### src/rtl/sub_adder_16.sv
// sub_adder_16: registered 16-bit carry-lookahead adder/subtractor with carry/borrow and status flags
module sub_adder_16 #(
  parameter int WIDTH = 16
) (
  input  logic             clk,
  input  logic             rst_n,
  input  logic             in_valid,
  input  logic             sub,
  input  logic [WIDTH-1:0] A,
  input  logic [WIDTH-1:0] B,
  output logic [WIDTH:0]   Diff,
  output logic             out_valid,
  output logic             zero,
  output logic             neg,
  output logic             ovf
);
  logic [WIDTH-1:0] bx, g, p, c, s;
  logic [3:0] gg, gp, t;
  logic [4:0] gc;
  logic cout, v;
  // Returns carries c1..c4 of a 4-bit lookahead block; with ci=0, bit 3 is the group generate.
  function automatic logic [3:0] lac4(input logic [3:0] g4, input logic [3:0] p4, input logic ci);
    lac4[0] = g4[0] | (p4[0] & ci);
    lac4[1] = g4[1] | (p4[1] & g4[0]) | (p4[1] & p4[0] & ci);
    lac4[2] = g4[2] | (p4[2] & g4[1]) | (p4[2] & p4[1] & g4[0]) | (p4[2] & p4[1] & p4[0] & ci);
    lac4[3] = g4[3] | (p4[3] & g4[2]) | (p4[3] & p4[2] & g4[1]) | (p4[3] & p4[2] & p4[1] & g4[0])
            | (p4[3] & p4[2] & p4[1] & p4[0] & ci);
  endfunction
  always_comb begin
    t = '0;
    gg = '0;
    gp = '0;
    c = '0;
    bx = B ^ {WIDTH{sub}};
    g = A & bx;
    p = A ^ bx;
    for (int k = 0; k < 4; k++) begin
      t = lac4(g[4*k +: 4], p[4*k +: 4], 1'b0);
      gg[k] = t[3];
      gp[k] = &p[4*k +: 4];
    end
    gc = {lac4(gg, gp, sub), sub};
    for (int k = 0; k < 4; k++) begin
      t = lac4(g[4*k +: 4], p[4*k +: 4], gc[k]);
      c[4*k +: 4] = {t[2:0], gc[k]};
    end
    s = p ^ c;
    cout = gc[4];
    v = c[WIDTH-1] ^ cout;
  end
  always_ff @(posedge clk or negedge rst_n) begin
    if (!rst_n) begin
      Diff <= '0;
      out_valid <= 1'b0;
      zero <= 1'b0;
      neg <= 1'b0;
      ovf <= 1'b0;
    end else begin
      out_valid <= in_valid;
      if (in_valid) begin
        Diff <= {cout ^ sub, s};
        zero <= ~|s;
        neg <= s[WIDTH-1];
        ovf <= v;
      end
    end
  end
endmodule

### config.mk
export PLATFORM = sky130hd
export DESIGN_NAME = sub_adder_16
export DESIGN_NICKNAME = d
export VERILOG_FILES = /design/src/rtl/sub_adder_16.sv
export SDC_FILE = /design/constraint.sdc
export NUM_CORES = 1
export LEC_CHECK = 0
export ABC_AREA = 1
export BUFFER_PORTS_ARGS = -buffer_cell sky130_fd_sc_hd__buf_2
export CAP_MARGIN = 25
export CORE_MARGIN = 1
export CORE_UTILIZATION = 50
export DETAILED_ROUTE_END_ITERATION = 8
export PLACE_DENSITY = 0.9
export SYNTH_ARGS = -nofsm -noshare
export SYNTH_HDL_FRONTEND = slang
export SYNTH_SLANG_ARGS = --single-unit
### constraint.sdc
create_clock -name clk -period 1.05 [get_ports clk]
set_input_delay 0.0525 -clock clk [delete_from_list [all_inputs] [get_ports clk]]
set_output_delay 0.0525 -clock clk [all_outputs]
set_load 0.005 [all_outputs]
==> results.sh <==
export IMPL_status="complete, but fails checks"
export IMPL_violations="negative setup slack"
export IMPL_syn_area_um2=1790
export IMPL_synth_seq_area_share_pct=28.0
export IMPL_hp_start="in_valid"
export IMPL_grtUsageTotal_pct=35.6
export IMPL_maxCapViolations=0
export IMPL_vias_per_cell=6.34
export IMPL_root_buffer="clkbuf_4"
export IMPL_finalSetupViolations=19
export IMPL_grt_overflow=0
export IMPL_drive_gt1_share_pct=57.9
export IMPL_postSynthRegisterBits=20
export IMPL_clock_sink_count=20
export IMPL_synthCells=247
export IMPL_cpPeakStageDelay_ps=550
export IMPL_path_common_cell="nand2_1"
export IMPL_rows=21
export IMPL_synth_ff_type="dfrtp_1"
export IMPL_grt_pass1_vias=2077
export IMPL_place_hpwl_um=3680
export IMPL_cp_startpoint="sub"
export IMPL_layout_setup_ws_ps=-1810
export IMPL_fin_skew_ps=0
export IMPL_gp_congestion=0.842
export IMPL_fp_dieW_um=61.8
export IMPL_arrival_ps=3100
export IMPL_yosys_warnings=0
export IMPL_worst_slew_pin_slew_ps=701
export IMPL_clk_latency_ps=300
export IMPL_drtPass1Iterations=8
export IMPL_drcViolationCount=0
export IMPL_diodes=0
export IMPL_cts_tree="built"
export IMPL_syn_avg_cell_area_um2=7.23
export IMPL_cts_max_level=1
export IMPL_critPathLaunchType="input port"
export IMPL_fmax_mhz=349
export IMPL_vias=2657
export IMPL_crit_required_ps=1280
export IMPL_hold_path_class="input port to flop"
export IMPL_portBuffers=56
export IMPL_rsz0062_at_grt="true"
export IMPL_syn_num_nets=302
export IMPL_crit_path_cell_trace="buf_8 -> buf_12 -> xor2_1 -> ha_1 -> nand2_2 -> nor2_4 -> and2_1 -> nand2_1 -> nand2_2 -> inv_2 -> fa_2 -> nand4_1 -> nor2_1 -> nand2_1 -> nor2_2 -> nand3_1 -> nor2_1 -> nand2_1 -> nor2_1 -> nand2_1 -> nand2_1"
export IMPL_r2r_start="Diff[15]$_DFFE_PN0P_"
export IMPL_worst_path_max_delay_cell="fa_2"
export IMPL_ant_nets=0
export IMPL_die_h_um=61.8
export IMPL_cp_top_family="simple AND/OR/NAND/NOR gates"
export IMPL_path_buf_inv=3
export IMPL_synth_cell_types=29
export IMPL_hold_viol_final=0
export IMPL_drtIter0Drc=392
export IMPL_post_place_ws_ps=-1670
export IMPL_slew_headroom_pct=53.2
export IMPL_cts_buffers=3
export IMPL_leakagePower_uw=0.00170
export IMPL_ioPinCount=57
export IMPL_grt_antenna_before_repair=0
export IMPL_grt_pass1_wl_um=9650
export IMPL_grt_max_degree=25
export IMPL_period_share_pct=273
export IMPL_start_util_pct=52.7
export IMPL_period_minus_slack_ps=2860
export IMPL_async_reset_ff_share_pct=100
export IMPL_syn2layout_area_growth_pct=79.0
export IMPL_peakVddDrop_mv=0.707
export IMPL_core_area_um2=3390
export IMPL_fin_nets=430
export IMPL_clk_pin_slew_ps=100
export IMPL_cts_max_path_buffers=2
export IMPL_slew_violations=0
export IMPL_worstSetupEndpointType="flop"
export IMPL_die_area_um2=3810
export IMPL_synth_edf_count=0
export IMPL_drt_wl_total_um=9520
export IMPL_worstSetupPathType="input port to flop"
export IMPL_drt_wirelength_per_cell_um=22.7
export IMPL_powerDensity_nw_per_um2=1390
export IMPL_power_uw=4440
export IMPL_critPathMaxFanout=8
-- synthesized netlist by cell type (all sizes together), types with 3 or more instances --
| cell | count | share of area [%] |
|---|---|---|
| buf | 3 | 1.3 |
| fa | 3 | 3.4 |
| inv | 37 | 7.8 |
| o21ai | 11 | 3.3 |
| clkbuf | 3 | 0.84 |
| xnor2 | 5 | 2.5 |
| a31oi | 5 | 1.8 |
| nor2 | 16 | 3.9 |
| nand2 | 83 | 19 |
| dfrtp | 20 | 28 |
| nand3 | 14 | 4.2 |
| a21oi | 6 | 1.7 |
| xor2 | 16 | 7.8 |
| ha | 16 | 11 |
-- worst reg2reg max path, delay by kind of cell (launching register included) --
family	cells	cell delay [ps]
AO/OA/AOI/OAI	1	80
AND/OR/NAND/NOR	1	160
flip-flops	1	430
-- state kept, by name, summed over array words and instances, names as in the netlist --
| register | count |
|---|---|
| Diff | 17 |
| out_valid | 1 |
| ovf | 1 |
| zero | 1 |
-- layer usage --
layer	global-route usage (%)	wire length, um
met5	0	0
met4	22.2	868
met3	5.80	1240
met2	62.4	4300
met1	40.2	3110
-- placed cells by master, fill, tap and decap left out, types with 2 or more instances in the layout --
master,count
nand3b_1,2
o21ai_0,2
buf_2,55
buf_4,57
nand3_1,6
nor2_1,10
ha_4,4
dfrtp_1,20
buf_6,11
xnor2_4,3
inv_2,10
nand3_4,4
a31oi_1,4
nand4_1,2
inv_1,27
nor2_4,2
nand2_1,51
dlygate4sd3_1,2
xor2_1,11
fa_2,3
nand3_2,4
xnor2_2,2
nand2_4,7
a21oi_2,6
xor2_2,4
nor2_2,4
a221oi_4,2
ha_1,11
o21ai_1,7
buf_8,2
clkbuf_4,3
nand2_2,25
-- metrics by stage --
| step | hold slack, ps | instances | setup TNS (ps) | utilization [%] | instance area [um^2] |
|---|---|---|---|---|---|
| after floorplan | -243 | 247 | -12340 | - | 1810 |
| after global placement | 3.91 | 387 | -16350 | 71.9 | 2440 |
| after detailed placement | 16.9 | 387 | -17490 | 71.9 | 2440 |
| after CTS | 131 | 409 | -11570 | 85.3 | 2890 |
| after global routing | 199 | 419 | -16400 | 94.3 | 3200 |
| final | 184 | 419 | -16080 | 94.3 | 3200 |
-- final cells by class --
type / instances / area, um^2
fillers: 94 / 194
multi-input cells: 184 / 1550
clock buffers: 3 / 22.5
inverters: 37 / 139
repair buffers: 129 / 925
well taps: 46 / 57.6
flip-flops and latches: 20 / 500
-- report_power, final --
group	switching, uW	internal [uW]
Sequential	110	932
Clock	217	134
Combinational	1610	1430
-- worst paths after layout --
path                                        end  slack [ps]  cells past startpoint
max                            zero$_DFFE_PN0P_       -1810                     21
max reg2reg                Diff[15]$_DFFE_PN0P_         250                      2
min reg2reg                Diff[13]$_DFFE_PN0P_         510                      2
max in group asynchronous      zero$_DFFE_PN0P_         550                      2
min                         Diff[1]$_DFFE_PN0P_         180                      4
min in group asynchronous   Diff[7]$_DFFE_PN0P_         200                      2
-- cell families (layout without fill, tap and decap cells) --
logic type / Yosys count / after routing / share of synthesized area (%)
AND/OR/NAND/NOR: 118 / 118 / 28.6
buffers and inverters: 43 / 169 / 9.95
AO/OA/AOI/OAI: 26 / 26 / 8.55
XOR/XNOR: 21 / 21 / 10.3
flip-flops: 20 / 20 / 28.0
adder cells (fa/ha/maj): 19 / 19 / 14.6
-- repair_timing --
item                                    CTS  global route
endpoints found under the hold margin    21             0
endpoints found under the setup margin   19            19
hold buffers                              2             0
setup buffers                            21            11
gates cloned                              1             0
resized for setup                        60            48
pin swaps                                31            30
Power figures use the tool's default switching activity.
